===== src/rtl/pc_pkg.sv =====
`default_nettype none
// ---------------------------------------------------------------------------
// Module   : pc_pkg
// Purpose  : Shared next-PC select codes, sequencer state type, default vectors.
// Revision : 1.0  initial release
// ---------------------------------------------------------------------------
package pc_pkg;

  localparam logic [2:0] SEL_SEQ    = 3'd0;
  localparam logic [2:0] SEL_BRANCH = 3'd1;
  localparam logic [2:0] SEL_JUMP   = 3'd2;
  localparam logic [2:0] SEL_JREG   = 3'd3;
  localparam logic [2:0] SEL_EXC    = 3'd4;

  typedef enum logic [0:0] {
    ST_RUN  = 1'b0,
    ST_HELD = 1'b1
  } state_t;

  localparam logic [31:0] DEFAULT_RESET_PC = 32'h0000_3000;
  localparam logic [31:0] DEFAULT_EXC_VEC  = 32'h0000_4180;

endpackage
`default_nettype wire


===== src/rtl/pc_target_calc.sv =====
`default_nettype none
// ---------------------------------------------------------------------------
// Module   : pc_target_calc
// Purpose  : Combinational next-PC target selection and redirect detection.
// Revision : 1.0  initial release
// ---------------------------------------------------------------------------
module pc_target_calc
  import pc_pkg::*;
#(
  parameter int          WIDTH   = 32,
  parameter logic [31:0] EXC_VEC = DEFAULT_EXC_VEC
) (
  input  logic [WIDTH-1:0] pc4,
  input  logic [2:0]       sel,
  input  logic             br_taken,
  input  logic [WIDTH-1:0] br_target,
  input  logic [25:0]      j_index,
  input  logic [WIDTH-1:0] jr_addr,
  output logic [WIDTH-1:0] target,
  output logic             redirect
);

  logic [31:0] w_pc4_ext;
  logic [31:0] w_jump_full;

  // Build the jump in a 32-bit frame so narrow WIDTH just truncates it.
  assign w_pc4_ext   = 32'(pc4);
  assign w_jump_full = {w_pc4_ext[31:28], j_index, 2'b00};

  always_comb begin
    target   = pc4;
    redirect = 1'b0;
    case (sel)
      SEL_BRANCH: begin
        if (br_taken) begin
          target   = br_target;
          redirect = 1'b1;
        end
      end
      SEL_JUMP: begin
        target   = w_jump_full[WIDTH-1:0];
        redirect = 1'b1;
      end
      SEL_JREG: begin
        target   = jr_addr;
        redirect = 1'b1;
      end
      SEL_EXC: begin
        target   = EXC_VEC[WIDTH-1:0];
        redirect = 1'b1;
      end
      default: ;
    endcase
  end

endmodule
`default_nettype wire


===== src/rtl/pc_sequencer.sv =====
`default_nettype none
// ---------------------------------------------------------------------------
// Module   : pc_sequencer
// Purpose  : Program counter with stall, deferred redirect and misalign trap.
// Revision : 1.0  initial release
// ---------------------------------------------------------------------------
module pc_sequencer
  import pc_pkg::*;
#(
  parameter int          WIDTH    = 32,
  parameter logic [31:0] RESET_PC = DEFAULT_RESET_PC,
  parameter logic [31:0] EXC_VEC  = DEFAULT_EXC_VEC
) (
  input  logic             clk,
  input  logic             reset,
  input  logic             stall,
  input  logic [2:0]       sel,
  input  logic             br_taken,
  input  logic [WIDTH-1:0] br_target,
  input  logic [25:0]      j_index,
  input  logic [WIDTH-1:0] jr_addr,
  output logic [WIDTH-1:0] pc,
  output logic [WIDTH-1:0] pc4,
  output logic             misalign,
  output logic             pending
);

  localparam logic [WIDTH-1:0] C_EXC_VEC  = EXC_VEC[WIDTH-1:0];
  localparam logic [WIDTH-1:0] C_RESET_PC = RESET_PC[WIDTH-1:0];

  state_t           state_q,     state_d;
  logic [WIDTH-1:0] pc_q,        pc_d;
  logic [WIDTH-1:0] pend_addr_q, pend_addr_d;
  logic             pend_exc_q,  pend_exc_d;
  logic             pending_q,   pending_d;
  logic             misalign_q,  misalign_d;

  logic [WIDTH-1:0] w_target;
  logic             w_redirect;
  logic             w_sel_exc;

  logic             load_en;
  logic             load_chk;
  logic [WIDTH-1:0] load_addr;

  assign pc4       = pc_q + WIDTH'(32'd4);
  assign w_sel_exc = (sel == SEL_EXC);

  pc_target_calc #(
    .WIDTH   (WIDTH),
    .EXC_VEC (EXC_VEC)
  ) u_target_calc (
    .pc4       (pc4),
    .sel       (sel),
    .br_taken  (br_taken),
    .br_target (br_target),
    .j_index   (j_index),
    .jr_addr   (jr_addr),
    .target    (w_target),
    .redirect  (w_redirect)
  );

  always_comb begin
    state_d     = state_q;
    pc_d        = pc_q;
    pend_addr_d = pend_addr_q;
    pend_exc_d  = pend_exc_q;
    pending_d   = pending_q;
    misalign_d  = 1'b0;
    load_en     = 1'b0;
    load_chk    = 1'b0;
    load_addr   = pc_q;

    case (state_q)
      ST_RUN: begin
        if (!stall) begin
          load_en   = 1'b1;
          load_addr = w_target;
          load_chk  = !w_sel_exc;
        end else if (w_redirect) begin
          pend_addr_d = w_target;
          pend_exc_d  = w_sel_exc;
          pending_d   = 1'b1;
          state_d     = ST_HELD;
        end
      end
      ST_HELD: begin
        if (!stall) begin
          load_en   = 1'b1;
          load_addr = w_sel_exc ? C_EXC_VEC : pend_addr_q;
          load_chk  = !w_sel_exc && !pend_exc_q;
          pend_exc_d = 1'b0;
          pending_d  = 1'b0;
          state_d    = ST_RUN;
        end else if (w_redirect && (w_sel_exc || !pend_exc_q)) begin
          // A captured exception is sticky against later non-exception redirects.
          pend_addr_d = w_target;
          pend_exc_d  = w_sel_exc;
        end
      end
      default: state_d = ST_RUN;
    endcase

    if (load_en) begin
      if (load_chk && (load_addr[1:0] != 2'b00)) begin
        pc_d       = C_EXC_VEC;
        misalign_d = 1'b1;
      end else begin
        pc_d = load_addr;
      end
    end
  end

  always_ff @(posedge clk or posedge reset) begin
    if (reset) begin
      state_q     <= ST_RUN;
      pc_q        <= C_RESET_PC;
      pend_addr_q <= '0;
      pend_exc_q  <= 1'b0;
      pending_q   <= 1'b0;
      misalign_q  <= 1'b0;
    end else begin
      state_q     <= state_d;
      pc_q        <= pc_d;
      pend_addr_q <= pend_addr_d;
      pend_exc_q  <= pend_exc_d;
      pending_q   <= pending_d;
      misalign_q  <= misalign_d;
    end
  end

  assign pc       = pc_q;
  assign misalign = misalign_q;
  assign pending  = pending_q;

endmodule
`default_nettype wire


===== config.mk =====
export PLATFORM = sky130hd
export DESIGN_NAME = pc_sequencer
export DESIGN_NICKNAME = d
export VERILOG_FILES = /design/src/rtl/pc_pkg.sv /design/src/rtl/pc_target_calc.sv /design/src/rtl/pc_sequencer.sv
export SDC_FILE = /design/constraint.sdc
export NUM_CORES = 1
export LEC_CHECK = 0
export CORE_UTILIZATION = 46
export CTS_CLUSTER_SIZE = 24
export DETAILED_ROUTE_END_ITERATION = 8
export PLACE_DENSITY_LB_ADDON = 0.15
export SYNTH_ARGS = -nofsm -noshare
export SYNTH_HDL_FRONTEND = slang
export SYNTH_HIERARCHICAL = 1
export SYNTH_SLANG_ARGS = --single-unit

===== constraint.sdc =====
create_clock -name clk -period 2.8 [get_ports clk]
set_input_delay 0.28 -clock clk [delete_from_list [all_inputs] [get_ports clk]]
set_output_delay 0.28 -clock clk [all_outputs]
set_load 0.01 [all_outputs]

; Word-level counts from Yosys, hierarchy flattened
; Cells that the tools add are included.
[classes]
addsub = 1
n_eq_ne = 12
n_mux = 33
bitwise_logic = 1
reduce_logical = 12
[op_table]
columns = cell, n
row1 = 32-bit two-way mux, 9
row2 = 32-bit case mux with 2 select lines, 2
row3 = 32-bit case mux with 4 select lines, 1
row4 = "32-bit by 3-bit adder with 32-bit output, second input constant", 1
row5 = 1-bit two-way mux, 16
row6 = 1-bit case mux with 2 select lines, 5
row7 = 3-bit AND reduction, 3
row8 = "2-bit != test, second input constant", 4
row9 = "3-bit by 2-bit equality test with 1-bit output, second input constant", 2
row10 = "3-bit by 2-bit != test with 1-bit output, second input constant", 2
row11 = 4-bit AND reduction, 1
row12 = "3-bit by 1-bit equality test with 1-bit output, second input constant", 1
row13 = "3-bit equality test, second input constant", 1
row14 = 1-bit logical AND, 3
row15 = "3-bit != test, second input constant", 1
row16 = 3-bit OR reduction, 1
row17 = 1-bit logical NOT, 2
row18 = "2-bit by 1-bit != test with 1-bit output, second input constant", 1
row19 = 2-bit nonzero test, 1
row20 = 1-bit logical OR, 1
row21 = 1-bit inverter, 1
[totals]
register_bits = 68
in_bits = 97
out_inout_bits = 66
elab_cells = 66

; Logic depth before layout (Yosys ltp)
[depth]
depth_word = 9
depth_mapped = 11
ltp_nobuf = 10

; By module
; The synthesis kept the hierarchy.
[by_module_without_submodules]
columns = mod, instances, cells_per_inst, area_per_inst_um2
row1 = pc_sequencer, 1, 325, 3663.5
row2 = pc_target_calc, 1, 127, 992.2

; Worst setup path after synthesis
; Ideal clock, no wire load.
[synth_timing]
kind = reg-to-reg
start = register pc_q[3] (netlist: pc[3])
end = register pc_q[28] (netlist: pc[28])
arrival_time_ps = 2571
t_required_ps = 2714
slack_ps = 143
stages_incl_launch_ff = 12
path_cell_list = dfrtp_1 -> ha_1 -> and3_1 -> nand4_1 -> buf_2 -> nor4_1 -> xor2_1 -> mux2_2 -> mux2i_1 -> a221oi_1 -> a221oi_1 -> nor3_1
[synth_between]
elab_chain_cells = 6
[synth_rtl]
columns = element, line
row1 = "start, declared", pc_sequencer.sv:32  ; logic [WIDTH-1:0] pc_q, pc_d;
row2 = "start signal, assigned", pc_sequencer.sv:124  ; pc_q <= pc_d;
row3 = 32-bit by 3-bit adder with 32-bit output *, pc_sequencer.sv:46  ; assign pc4 = pc_q + WIDTH'(32'd4);
row4 = via pc4[28], pc_sequencer.sv:23  ; output logic [WIDTH-1:0] pc4,
row5 = 32-bit two-way mux, pc_target_calc.sv:35  ; if (br_taken) begin
row6 = 32-bit case mux with 4 select lines *, pc_target_calc.sv:33  ; case (sel)
row7 = 32-bit two-way mux *, pc_sequencer.sv:76  ; if (!stall) begin
row8 = 32-bit case mux with 2 select lines *, pc_sequencer.sv:74  ; case (state_q)
row9 = 32-bit two-way mux *, pc_sequencer.sv:105  ; if (load_chk && (load_addr[1:0] != 2'b00)) begin
; Mark *: on every way through the listed nets, which the timed path passes. The rest lies on a longest branch. The select of a mux whose other input is x is not followed.
; A chain may end at the register's enable or synchronous reset.

; Worst setup path in the final report
[layout_timing]
start = register pc_q[3] (netlist: pc[3])
end = output pc4[9]
[layout_between]
elab_chain_cells = 1
[layout_rtl]
columns = element, line
row1 = 32-bit by 3-bit adder with 32-bit output, pc_sequencer.sv:46
row2 = "end, declared", pc_sequencer.sv:23
; No other way between the ends.

==> flow_metrics.py <==
metrics = {
    "floorplanning": {
        "core_mm2": 0.00977,
        "die_h_um": 103,
        "rows": 36,
        "die_area_mm2": 0.0105,
        "fp.dieW_um": 103,
        "io_pins": 163,
        "start_util": 0.476,
    },
    "detailed_routing": {
        "drc": 0,
        "drt-vias-per-instance": 5.85,
        "drt-initial-drc-count": 202,
        "detailedRoute.firstPassIterationCount": 5,
        "via_count": 4454,
        "final_antenna_net_count": 0,
        "wirelength_mm": 14.5,
        "wl_per_cell_um": 19.1,
    },
    "critical_path": {
        "critPathBufInv": 4,
        "endpoint_kind": "output pin",
        "slowest_delay_ns": 0.58,
        "crit_chain": "buf_4 -> and4_4 -> nand4_4 -> buf_4 -> buf_6 -> xnor2_1 -> clkdlybuf4s50_1",
        "reg2reg_depth": 10,
        "r2r-end": "pc[29]",
        "cp_top_family": "buffers and inverters",
        "worstPathArrival_ns": 2.42,
        "crit_fanout": 8,
        "required_ns": 2.52,
        "r2r-start": "pc[12]",
        "critPathLaunchType": "flip-flop",
        "crit_top_cell": "buf_4",
        "path_class": "reg2out",
        "reg2reg_slack_ns": 0.16,
        "critPathSlowestCell": "clkdlybuf4s50_1",
    },
    "clocking": {
        "cts.sinks": 68,
        "insertion_delay_ns": 0.35,
        "path_clk_slew_ns": 0.08,
        "cts_tree": "yes",
        "cts-root-buf": "clkbuf_8",
        "htreeDepth": 3,
        "clk_path_buf_depth": 2,
        "cts_buffers": 9,
    },
    "timing": {
        "hold_violations": 0,
        "min_period_ns": 2.70,
        "tightest_slew_ns": 0.576,
        "skew_ns": 0.0103,
        "setup-tns-final_ns": 0,
        "max_slew_margin": 0.616,
        "clock.fmax_ghz": 0.370,
        "slew_violations": 0,
        "period_share": 0.966,
        "rsz0062_at_grt": "no",
        "setup_viol": 0,
    },
    "layout": {
        "fin_nets": 721,
        "area_growth_pct": 46.6,
        "diodes": 0,
        "postLayoutCellArea_mm2": 0.00683,
        "drive_above_1_share": 0.212,
    },
    "yosys": {
        "synth-async-reset-ratio": 1.00,
        "synth_edf_count": 0,
        "ys_types": 48,
        "synth_area_mm2": 0.00466,
        "synthTopCellsByArea": "dfrtp_1 35%, mux2_2 8.5%, mux2i_1 6.7%, a221oi_1 6.2%, a221o_1 5.6%",
        "yosysTopAreaCell": "dfrtp_1",
        "synth_top_area_share": 0.355,
        "synthCells": 452,
        "yosys_warnings": 6,
        "synth.avg_cell_area_um2": 10.3,
        "synthFlopType": "dfrtp_1",
        "yosysMostFrequentCell": "dfrtp_1",
        "synth_top_cells_by_count": "66 x dfrtp_1, 41 x nor2_1, 35 x mux2_2, 33 x a221oi_1, 31 x mux2i_1",
        "ys_ff_latch": 68,
        "yosysSeqAreaShare": 0.366,
        "synth_nets": 550,
    },
    "placement": {
        "gp_congestion": 0.851,
        "placed_area_mm2": 0.00644,
        "post-dp-hpwl_mm": 10.1,
        "io_buffers": 162,
    },
    "global_routing": {
        "grt_pass1_vias": 4400,
        "use_met3": 0.0386,
        "track_usage": 0.282,
        "grt_util_met2": 0.475,
        "antenna_found_initial": 0,
        "gr-total-overflow": 0,
        "grt_max_degree": 45,
        "grt_pass1_wl_mm": 22.7,
        "grt_busiest_layer": "met2",
        "use_met1": 0.370,
    },
    "run": {
        "drv_cap": 0,
    },
    "hold_path": {
        "holdCritPathClass": "in2async",
    },
    "power": {
        "ir_worst_vdd_uv": 281,
        "leakage_nw": 2.91,
        "power_density_mw_per_mm2": 586,
    },
    "outcome": {
        "status": "finished, final reports clean",
    },
}
## logic make-up after synthesis
| logic type | count (synthesis) | share of synthesized area |
|---|---|---|
| flip-flops | 68 | 0.366 |
| AND/OR/NAND/NOR | 147 | 0.187 |
| buffers and inverters | 53 | 0.0685 |
| AO/OA/AOI/OAI | 88 | 0.169 |
| XOR/XNOR | 28 | 0.0527 |
| multiplexers | 67 | 0.154 |
| adder cells (fa/ha/maj) | 1 | 0.00269 |
## worst register-to-register path: stages, from the launching register on
cell	delay, ns
dfstp_2	0.56
and4_4	0.27
nand4_4	0.13
buf_4	0.20
nor4_4	0.20
xor2_2	0.19
mux2_2	0.18
mux2i_1	0.06
a221oi_1	0.43
a221oi_1	0.16
nor3_1	0.18
## layer usage
metal	routed length, µm	up-vias
li1	-	2039
met1	5990	2212
met2	7260	181
met3	965	22
met4	280	0
met5	0	-
## cell type report
type	instances	area (µm²)
Multi-Input combinational cell	331	2770
Clock buffer	9	124
Tap cell	133	166
Inverter	11	41.3
Sequential cell	68	1710
Timing Repair Buffer	202	1940
Clock inverter	7	80.1
Fill cell	769	2950
## how the worst max path moves through the flow
stage / cells after the start / startpoint / endpoint / slack (ns)
CTS: 6 / pc[12] / pc4[29] / -0.16
global placement: 6 / pc[12] / pc4[26] / 0.19
floorplan: 11 / pc[3] / pc[28] / 0.14
detailed placement: 9 / pc[12] / pc[29] / 0.1
finish: 7 / pc[3] / pc4[9] / 0.1
global route: 7 / pc[3] / pc4[9] / 0.01
## per-stage QoR
| stage | power (W) | util | cells | hold slack (ns) | worst slack, ns |
|---|---|---|---|---|---|
| 5_1_grt | 0.00422 | 0.698 | 761 | 0.339 | 0.0114 |
| 3_5_place_dp | 0.00313 | 0.659 | 734 | 0.490 | 0.0965 |
| 3_3_place_gp | 0.00308 | 0.659 | 734 | 0.476 | 0.194 |
| 2_1_floorplan | 0.00229 | - | 452 | 0.459 | 0.143 |
| 6_report | 0.00400 | 0.698 | 761 | 0.306 | 0.0965 |
| 4_1_cts | 0.00398 | 0.688 | 756 | 0.321 | -0.161 |
## registers in the layout, indices dropped and copies added, names as in the netlist
name,cells
pend_exc_q,1
pend_addr_q,32
pc,32
misalign,1
state_q,1
pending,1
## placed cells by master, fill, tap and decap left out, drive strengths merged, types with 15 or more instances in the layout
cell type,synthesis,layout
a221o,26,26
dfrtp,66,66
mux2,36,36
nor3,33,33
nor2b,25,25
dlygate4sd2,0,17
a221oi,33,33
inv,11,15
clkdlybuf4s50,0,138
buf,34,42
nor2,43,43
mux2i,31,31
xor2,20,20
## what timing repair did
item	4_1_cts	5_1_grt
buffers inserted	6	5
pin swaps	5	5
gates resized for setup	29	18
hold buffers	0	0
setup endpoints to repair	20	9
## power by group
part | switching [W] | internal (W)
Combinational | 0.000720 | 0.000919
Sequential | 0.000255 | 0.00125
Clock | 0.000437 | 0.000424
Total | 0.00141 | 0.00259
Power figures use the tool's default switching activity.
